==> src/rtl/pipeline_pkg.sv <==
// Shared stage-register layout and write-enable rule for the MEM/WB back end.
package pipeline_pkg;

    localparam int unsigned RD_W     = 5;
    localparam int unsigned STAGE_VW = 256;

    typedef struct packed {
        logic                valid;
        logic                we;
        logic                wb_sel;
        logic                vec;
        logic [RD_W-1:0]     rd;
        logic [STAGE_VW-1:0] result;
    } stage_t;

    // Scalar x0 is hard-wired zero; vector v0 is an ordinary register.
    function automatic logic eff_we(input stage_t s);
        return s.valid & s.we & ~(~s.vec & (s.rd == '0));
    endfunction

endpackage

==> src/rtl/pipe_stage_reg.sv <==
// One pipeline stage register; load_bubble replaces the incoming instruction with all-zero.
module pipe_stage_reg
    import pipeline_pkg::*;
(
    input  logic   clk,
    input  logic   rst_n,
    input  logic   load_bubble,
    input  stage_t next_stage,
    output stage_t stage
);

    always_ff @(posedge clk or negedge rst_n) begin
        if (!rst_n) begin
            stage <= '0;
        end else if (load_bubble) begin
            stage <= '0;
        end else begin
            stage <= next_stage;
        end
    end

endmodule

==> src/rtl/writeback_pipe.sv <==
// MEM/WB back end: stage registers, load-data mux, register-file strobes and perf counters.
module writeback_pipe
    import pipeline_pkg::*;
#(
    parameter int unsigned VW = 256,
    parameter int unsigned CW = 32
) (
    input  logic            clk,
    input  logic            rst_n,
    input  logic            valid_ex,
    input  logic            we_ex,
    input  logic            wb_sel_ex,
    input  logic            vec_ex,
    input  logic [4:0]      rd_ex,
    input  logic [VW-1:0]   result_ex,
    input  logic            flush,
    input  logic            stall,
    input  logic [VW-1:0]   mem_rdata,
    output logic            ex_ready,
    output logic            mem_re,
    output logic [31:0]     mem_addr,
    output logic            wb_sel,
    output logic            write_enable_mem,
    output logic            write_enable_wb,
    output logic [4:0]      rd_mem,
    output logic [4:0]      rd_wb,
    output logic [VW-1:0]   result_mem,
    output logic [VW-1:0]   result_wb,
    output logic            rf_we_s,
    output logic            rf_we_v,
    output logic [4:0]      rf_waddr,
    output logic [VW-1:0]   rf_wdata,
    output logic [CW-1:0]   retired,
    output logic [CW-1:0]   stall_cycles
);

    stage_t        ex_stage;
    stage_t        mem_stage;
    stage_t        wb_stage;
    logic          accept;
    logic [CW-1:0] retired_q;
    logic [CW-1:0] stall_q;

    always_comb begin
        ex_stage        = '0;
        ex_stage.valid  = valid_ex;
        ex_stage.we     = we_ex;
        ex_stage.wb_sel = wb_sel_ex;
        ex_stage.vec    = vec_ex;
        ex_stage.rd     = rd_ex;
        ex_stage.result = STAGE_VW'(result_ex);
    end

    // flush dominates stall; either way the EX instruction is not captured
    assign accept = valid_ex & ~stall & ~flush;

    pipe_stage_reg u_mem (
        .clk        (clk),
        .rst_n      (rst_n),
        .load_bubble(~accept),
        .next_stage (ex_stage),
        .stage      (mem_stage)
    );

    pipe_stage_reg u_wb (
        .clk        (clk),
        .rst_n      (rst_n),
        .load_bubble(1'b0),
        .next_stage (mem_stage),
        .stage      (wb_stage)
    );

    assign ex_ready         = ~stall;
    assign mem_re           = mem_stage.valid & mem_stage.we & ~mem_stage.wb_sel;
    assign mem_addr         = mem_stage.result[31:0];
    assign wb_sel           = mem_stage.wb_sel;
    assign write_enable_mem = eff_we(mem_stage);
    assign write_enable_wb  = eff_we(wb_stage);
    assign rd_mem           = mem_stage.rd;
    assign rd_wb            = wb_stage.rd;
    assign result_mem       = mem_stage.result[VW-1:0];
    // load data arrives in the WB cycle and is muxed in combinationally so it can be forwarded
    assign result_wb        = wb_stage.wb_sel ? wb_stage.result[VW-1:0] : mem_rdata;

    assign rf_we_s  = write_enable_wb & ~wb_stage.vec;
    assign rf_we_v  = write_enable_wb & wb_stage.vec;
    assign rf_waddr = wb_stage.rd;
    assign rf_wdata = result_wb;

    always_ff @(posedge clk or negedge rst_n) begin
        if (!rst_n) begin
            retired_q <= '0;
            stall_q   <= '0;
        end else begin
            if (wb_stage.valid) begin
                retired_q <= retired_q + CW'(1);
            end
            if (stall) begin
                stall_q <= stall_q + CW'(1);
            end
        end
    end

    assign retired      = retired_q;
    assign stall_cycles = stall_q;

endmodule

==> config.mk <==
export PLATFORM = sky130hd
export DESIGN_NAME = writeback_pipe
export DESIGN_NICKNAME = d
export VERILOG_FILES = /design/src/rtl/pipeline_pkg.sv /design/src/rtl/pipe_stage_reg.sv /design/src/rtl/writeback_pipe.sv
export SDC_FILE = /design/constraint.sdc
export NUM_CORES = 1
export LEC_CHECK = 0
export BUFFER_PORTS_ARGS = -buffer_cell sky130_fd_sc_hd__buf_2
export CAP_MARGIN = 10
export CORE_AREA = 2 2 544 546
export CTS_CLUSTER_SIZE = 14
export DETAILED_ROUTE_END_ITERATION = 7
export DIE_AREA = 0 0 546 548
export PLACE_DENSITY_LB_ADDON = 0.2
export SYNTH_ARGS = -nofsm -noshare
export SYNTH_HDL_FRONTEND = slang
export SYNTH_SLANG_ARGS = --single-unit
==> constraint.sdc <==
create_clock -name clk -period 3.95 [get_ports clk]
set_clock_uncertainty 0.15 [all_clocks]
set_input_delay 0.5925 -clock clk [delete_from_list [all_inputs] [get_ports clk]]
set_output_delay 0.5925 -clock clk [all_outputs]
set_load 0.02 [all_outputs]
==> flow_metrics.env, run 1 <==
export IMPL_status="complete, no violations"
export IMPL_tightest_slew_ns=1.04
export IMPL_cp_num_buf_inv=3
export IMPL_grtUsageMet2_pct=17.7
export IMPL_antenna_found_initial=75
export IMPL_switching_share_pct=29.6
export IMPL_startpoint_type="register"
export IMPL_start_util_pct=8.58
export IMPL_max_slew_margin_pct=30.0
export IMPL_drc=0
export IMPL_hold_viol_final=0
export IMPL_maxCapViolations=0
export IMPL_period_needed_ns=3.47
export IMPL_clock_sinks=594
export IMPL_yosysUniqueCellTypes=31
export IMPL_postPlaceCellArea_um2=33200
export IMPL_ys_seq_elements=594
export IMPL_seq_area_frac_synth_pct=59.1
export IMPL_row_count=199
export IMPL_gp_congestion=0.946
export IMPL_post_drt_wl_per_cell_um=23.5
export IMPL_vdd_drop_max_mv=0.296
export IMPL_cts_buffers=82
export IMPL_grt_start_max_net_pins=91
export IMPL_clkPwrFrac_pct=45.7
export IMPL_clock_path_buffers=4
export IMPL_initialDrtViolationCount=831
export IMPL_period_share_pct=87.8
export IMPL_setup_tns_ns=0
export IMPL_path_cells="buf_12, buf_12, mux2_2, buf_2"
export IMPL_clk_insertion_delay_late_ns=0.77
export IMPL_path_clk_slew_ns=0.06
export IMPL_drive_gt1_share_pct=58.7
export IMPL_seqPwrFrac_pct=38.4
export IMPL_cts_root_buf="clkbuf_16"
export IMPL_busiest_layer="met2"
export IMPL_cts_resized=0
export IMPL_hold_slack_ns=0.0759
export IMPL_cpPeakStageDelay_ns=0.56
export IMPL_syn_num_nets=2450
export IMPL_die_h_um=548
export IMPL_detail_route_antenna_nets=0
export IMPL_grt_pass1_vias=20200
export IMPL_grt_overflow=0
export IMPL_hold_path_class="in2reg"
export IMPL_crit_path_max_fanout=41
export IMPL_htreeDepth=3
export IMPL_syn_avg_cell_area_um2=13.1
export IMPL_totalWireLength_um=167000
export IMPL_drv_slew=0
export IMPL_combPwrFrac_pct=15.9
export IMPL_max_freq_ghz=0.288
export IMPL_power_net_switching_mw=4.99
export IMPL_pwr_density_cell_nw_per_um2=437
export IMPL_io_pins=1411
export IMPL_crit_type="reg2out"
export IMPL_dieArea_um2=299000
export IMPL_crit_family="buffers and inverters"
export IMPL_portBuffers=1410
export IMPL_power_leakage_nw=19.2
export IMPL_postSynthCellCount=1923
export IMPL_cts_setup_buffers=0
export IMPL_critPathRequiredTime_ns=3.21
export IMPL_via_per_inst=2.68
export IMPL_crit_arrival_ns=2.73
export IMPL_coreArea_um2=293000
export IMPL_cts_tree="done"
export IMPL_num_vias=19000
export IMPL_grt_use_met3_pct=3.41
export IMPL_area_growth_pct=53.8
export IMPL_dieWidth_um=546
export IMPL_synth_area_um2=25200
export IMPL_fin_area_um2=38700
export IMPL_dr_pass1_iters=5
export IMPL_rsz0062_at_grt="no"
export IMPL_grt_use_met1_pct=13.2
export IMPL_layout_commonest_cell="buf_2"
export IMPL_intPower_mw=11.9
export IMPL_setup_violations=0
export IMPL_grt_pass1_wl_um=212000
export IMPL_worst_path_most_repeated_cell="buf_12"
export IMPL_final_cell_mix="1,409 x buf_2, 593 x dfrtp_1, 265 x and2_1, 264 x dlygate4sd3_1, 258 x mux2_2"
export IMPL_end_kind="output port"
export IMPL_dpl_hpwl_um=143000
export IMPL_synth_warnings=0
export IMPL_grt_use_total_pct=10.8
export IMPL_layout_nets=3639
export IMPL_slowest_stage="mux2_2"
[kinds of logic (layout without fill, tap and decap cells)]
logic type | after synthesis | after routing | share of synthesized area (%)
multiplexers | 258 | 258 | 11.5
AND/OR/NAND/NOR | 379 | 379 | 9.31
other | 0 | 20 | 0
adder cells (fa/ha/maj) | 2 | 2 | 0.0995
XOR/XNOR | 62 | 62 | 2.16
AO/OA/AOI/OAI | 2 | 2 | 0.0597
flip-flops | 594 | 594 | 59.1
buffers and inverters | 626 | 1874 | 17.7
[final timing paths]
| path | from | end | slack [ns] | cells after the start |
|---|---|---|---|---|
| worst max register to register | u_wb.stage[264] | retired[26] | 1.59 | 4 |
| worst max-delay path | u_wb.stage[262] | rf_wdata[84] | 0.48 | 4 |
| min in group asynchronous | rst_n | u_wb.stage[77] | 0.36 | 2 |
| max in group asynchronous | rst_n | u_wb.stage[128] | 2.25 | 3 |
| worst min register to register | u_mem.stage[53] | u_wb.stage[53] | 0.21 | 0 |
| worst min-delay path | result_ex[94] | u_mem.stage[94] | 0.08 | 2 |
[power groups by stage]
| stage | sequential [mW] | combinational [mW] | clock (mW) |
|---|---|---|---|
| 2_1_floorplan | 6.57 | 1.29 | 0 |
| 3_3_place_gp | 6.60 | 2.56 | 0 |
| 3_5_place_dp | 6.60 | 2.54 | 0 |
| 4_1_cts | 6.49 | 2.77 | 8.05 |
| 5_1_grt | 6.51 | 2.86 | 8.24 |
| 6_report | 6.49 | 2.68 | 7.72 |
[final cells by class]
type	instances	area (um2)
Timing Repair Buffer	1726	10200
Multi-Input combinational cell	703	5850
Clock inverter	26	339
Inverter	5	18.8
Antenna cell	20	50.0
Fill cell	33400	254000
Tap cell	3919	4900
Clock buffer	117	2400
Sequential cell	594	14900
[repair_timing]
item	4_1_cts	5_1_grt
endpoints found under the setup margin	0	0
endpoints found under the hold margin	305	0
hold buffers	264	0
[state kept, by name, summed over array words and instances, names as in the netlist]
register,count
u_mem.stage,265
u_wb.stage,265
retired,32
stall_cycles,32
[metrics by stage]
step           setup slack, ns  power, mW  cells  utilization [%]
2_1_floorplan             1.63       7.86   1923                -
3_3_place_gp              1.23       9.16   6683             11.3
3_5_place_dp              1.21       9.14   6683             11.3
4_1_cts                  0.346       17.3   7090             13.2
5_1_grt                  0.369       17.6   7094             13.2
6_report                 0.481       16.9   7110             13.2
[cells in the mapped netlist, drive strengths merged]
library cell	count	area, um2
and3	8	50.1
nor3b	1	7.51
nor2	13	48.8
clkbuf	52	195
nand4	26	184
o311a	1	10.0
or4	2	18.8
nand2b	1	6.26
nor3	5	30.0
nand2	19	71.3
nor4	7	88.8
mux2	258	2910
ha	2	25.0
or2	1	6.26
dfrtp	594	14900
xor2	11	96.3
xnor2	51	447
inv	5	18.8
and4	4	35.0
nand3	25	125
buf	569	4250
and2	265	1660
a21oi	1	5.00
nor2b	2	12.5
[layer usage]
layer	part of all wire (%)	vias to the layer above	wire, um
li1	-	8088	-
met2	47	1159	78000
met5	0.074	-	124
met4	3.3	18	5560
met3	7.9	201	13100
met1	42	9559	70300
Power figures use the tool's default switching activity.
==> run 2: changes to the inputs <==
- ABC_AREA: unset -> 1
- CORE_AREA: 2 2 544 546 -> 2 2 554 556
- DIE_AREA: 0 0 546 548 -> 0 0 556 558
==> run 2 against run 1 <==
Sequential share of layout area down 1.2 points. Design area up 3.2%. Via count up 12%. Register-to-register slack better by 0.43 ns. Power up 2.7%. Synthesized cell count up 23%. Global-route usage up 2.0 points. Hold slack better by 0.096 ns. Setup slack worse by 0.035 ns. Wire length up 23%. Clock power up 3.6%. Synthesized area up 3.9%. Critical path type unchanged. Critical endpoint is now rf_wdata[104]. Largest cell class unchanged.
==> flow_metrics.env, run 2 <==
export IMPL_status="complete, no violations"
export IMPL_final_cell_mix="1,409 x buf_2, 593 x dfrtp_1, 315 x nor2_1, 311 x inv_1, 268 x dlygate4sd3_1"
export IMPL_yosys_top_cells_count="594 x dfrtp_1, 560 x buf_4, 315 x nor2_1"
export IMPL_fin_ws_ns=0.446
export IMPL_end_kind="output port"
export IMPL_synth_edf_count=0
export IMPL_drive_gt1_share_pct=52.0
export IMPL_hold_path_class="in2async"
export IMPL_postSynthCellCount=2366
export IMPL_synth_top_area_cell="dfrtp_1"
export IMPL_grt_use_met1_pct=16.2
export IMPL_regArea_um2=14900
export IMPL_busiest_layer="met2"
export IMPL_finish_utilization_pct=13.1
export IMPL_grt_use_total_pct=12.8
export IMPL_die_h_um=558
export IMPL_post_drt_wl_per_cell_um=26.9
export IMPL_vdd_drop_max_mv=0.241
export IMPL_cts_tree="done"
export IMPL_grt_use_met3_pct=5.39
export IMPL_hold_viol_final=0
export IMPL_dieArea_um2=310000
export IMPL_cts_buffers=85
export IMPL_pwr_density_cell_nw_per_um2=435
export IMPL_max_slew_margin_pct=40.7
export IMPL_setup_tns_ns=0
export IMPL_synth_area_um2=26100
export IMPL_grtUsageMet2_pct=19.3
export IMPL_detail_route_antenna_nets=0
export IMPL_max_freq_ghz=0.285
export IMPL_power_leakage_nw=20.9
export IMPL_layout_commonest_cell="buf_2"
export IMPL_setup_violations=0
export IMPL_seq_area_frac_synth_pct=56.9
export IMPL_synth_compound_area_share_pct=0.0191
export IMPL_finalNonFillerCells=7655
export IMPL_total_power_mw=17.4
export IMPL_async_flop_share_pct=100
export IMPL_preCtsSetupSlack_ns=1.14
export IMPL_via_per_inst=2.77
export IMPL_htreeDepth=3
export IMPL_postPlaceCellArea_um2=34400
export IMPL_syn_num_nets=2893
export IMPL_coreArea_um2=305000
export IMPL_critPathRequiredTime_ns=3.21
export IMPL_cpPeakStageDelay_ns=0.67
export IMPL_slowest_stage="buf_4"
export IMPL_portBuffers=1410
export IMPL_hold_slack_ns=0.172
export IMPL_rsz0062_at_grt="no"
export IMPL_cp_num_buf_inv=2
export IMPL_multi_input_area_um2=5590
export IMPL_cts_root_buf="clkbuf_16"
export IMPL_path_clk_slew_ns=0.07
export IMPL_synthSimpleGateAreaFrac_pct=8.77
export IMPL_period_share_pct=88.7
export IMPL_yosysUniqueCellTypes=28
export IMPL_num_vias=21200
export IMPL_dieWidth_um=556
export IMPL_drc=0
export IMPL_start_util_pct=8.58
export IMPL_crit_arrival_ns=2.76
export IMPL_reg_top3="u_mem.stage (265), u_wb.stage (265)"
export IMPL_initialDrtViolationCount=1010
export IMPL_grt_pass1_wl_um=255000
export IMPL_clock_sinks=594
export IMPL_startpoint_type="register"
export IMPL_synth_top_family_by_area="buffers and inverters"
export IMPL_synth_warnings=0
export IMPL_synth_adder_area_share_pct=0.0957
export IMPL_tightest_slew_ns=0.890
export IMPL_grt_pass1_vias=22200
export IMPL_grt_start_max_net_pins=83
export IMPL_reg2reg_from="u_wb.stage[264]"
export IMPL_row_count=203
export IMPL_area_growth_pct=52.7
export IMPL_path_cells="buf_4, mux2_2, buf_2"
export IMPL_layout_nets=4098
export IMPL_totalWireLength_um=206000
export IMPL_maxCapViolations=0
export IMPL_nFillCells=35000
export IMPL_dpl_hpwl_um=179000
export IMPL_crit_family="buffers and inverters"
export IMPL_drv_slew=0
export IMPL_synth_top_area_share_pct=56.9
export IMPL_fin_area_um2=39900
export IMPL_dr_pass1_iters=4
export IMPL_critPathLaunch="u_wb.stage[262]"
export IMPL_crit_path_max_fanout=48
export IMPL_ys_flop_type="dfrtp_1"
export IMPL_dp_cells=7213
export IMPL_yosysMostFrequentCell="dfrtp_1"
export IMPL_io_pins=1411
export IMPL_antenna_found_initial=114
export IMPL_grt_overflow=0
export IMPL_clk_insertion_delay_late_ns=0.77
export IMPL_yosys_area_share_xor_xnor_pct=1.47
export IMPL_ys_top_cells_by_area="dfrtp_1 57%, buf_4 16%, mux2_2 11%, nor2_1 4.5%, inv_1 4.5%"
export IMPL_gp_congestion=0.905
export IMPL_ys_seq_elements=594
export IMPL_clock_path_buffers=4
export IMPL_period_needed_ns=3.50
export IMPL_syn_avg_cell_area_um2=11.0
export IMPL_crit_type="reg2out"
export IMPL_muxShareOfSynthArea_pct=11.0
[run 2: cell count changes after synthesis, sizes merged, moves of 6 or more]
cell	delta
and2	-265
and3	-8
buf	+49
clkbuf	-52
inv	+309
nand2	+115
nand3b	+9
nand4	-10
nor2	+317
nor3	+10
nor4	-6
xnor2	-35
xor2	+17
[run 2: routing by layer]
layer	vias to the layer above	part of all wire (%)
li1	9113	-
met1	10500	43
met2	1283	43
met3	282	10
met4	18	3.7
met5	-	0.056
[run 2: layout make-up]
type / instances / share of cell area, %
multi-input combinational: 839 / 14.0
timing repair buffer: 1736 / 26.0
clock buffer: 122 / 6.10
inverter: 315 / 2.99
tap: 3997 / 12.5
clock inverter: 27 / 0.922
sequential: 594 / 37.3
antenna: 25 / 0.157
[run 2: kinds of logic (layout without fill, tap and decap cells)]
group | count (synthesis) | in the layout
buf+inv | 933 | 2200
flops | 594 | 594
simple gates | 536 | 536
mux | 256 | 256
xor+xnor | 44 | 44
fa+ha+maj | 2 | 2
compound gates | 1 | 1
other cells | 0 | 25
[run 2: what timing repair did]
item / 4_1_cts / 5_1_grt
endpoints found under the hold margin: 313 / 0
resized for setup: 0 / 0
buffers inserted: 0 / 0
hold buffers: 268 / 0
[run 2: power breakdown]
| part | total [mW] | leakage (nW) | internal, mW | switching (mW) |
|---|---|---|---|---|
| Combinational | 2.88 | 11.4 | 0.944 | 1.93 |
| Clock | 8.00 | 1.37 | 4.80 | 3.21 |
| Sequential | 6.47 | 8.14 | 6.28 | 0.190 |
| Total | 17.4 | 20.9 | 12.0 | 5.33 |
[run 2: worst paths after layout]
check	slack [ns]	cells past startpoint	to
max	0.45	3	rf_wdata[104]
max reg2reg	2.02	6	retired[20]
min reg2reg	0.21	0	u_wb.stage[81]
max in group asynchronous	2.27	4	u_mem.stage[258]
min in group clk	0.21	0	u_wb.stage[81]
min	0.17	2	u_wb.stage[66]
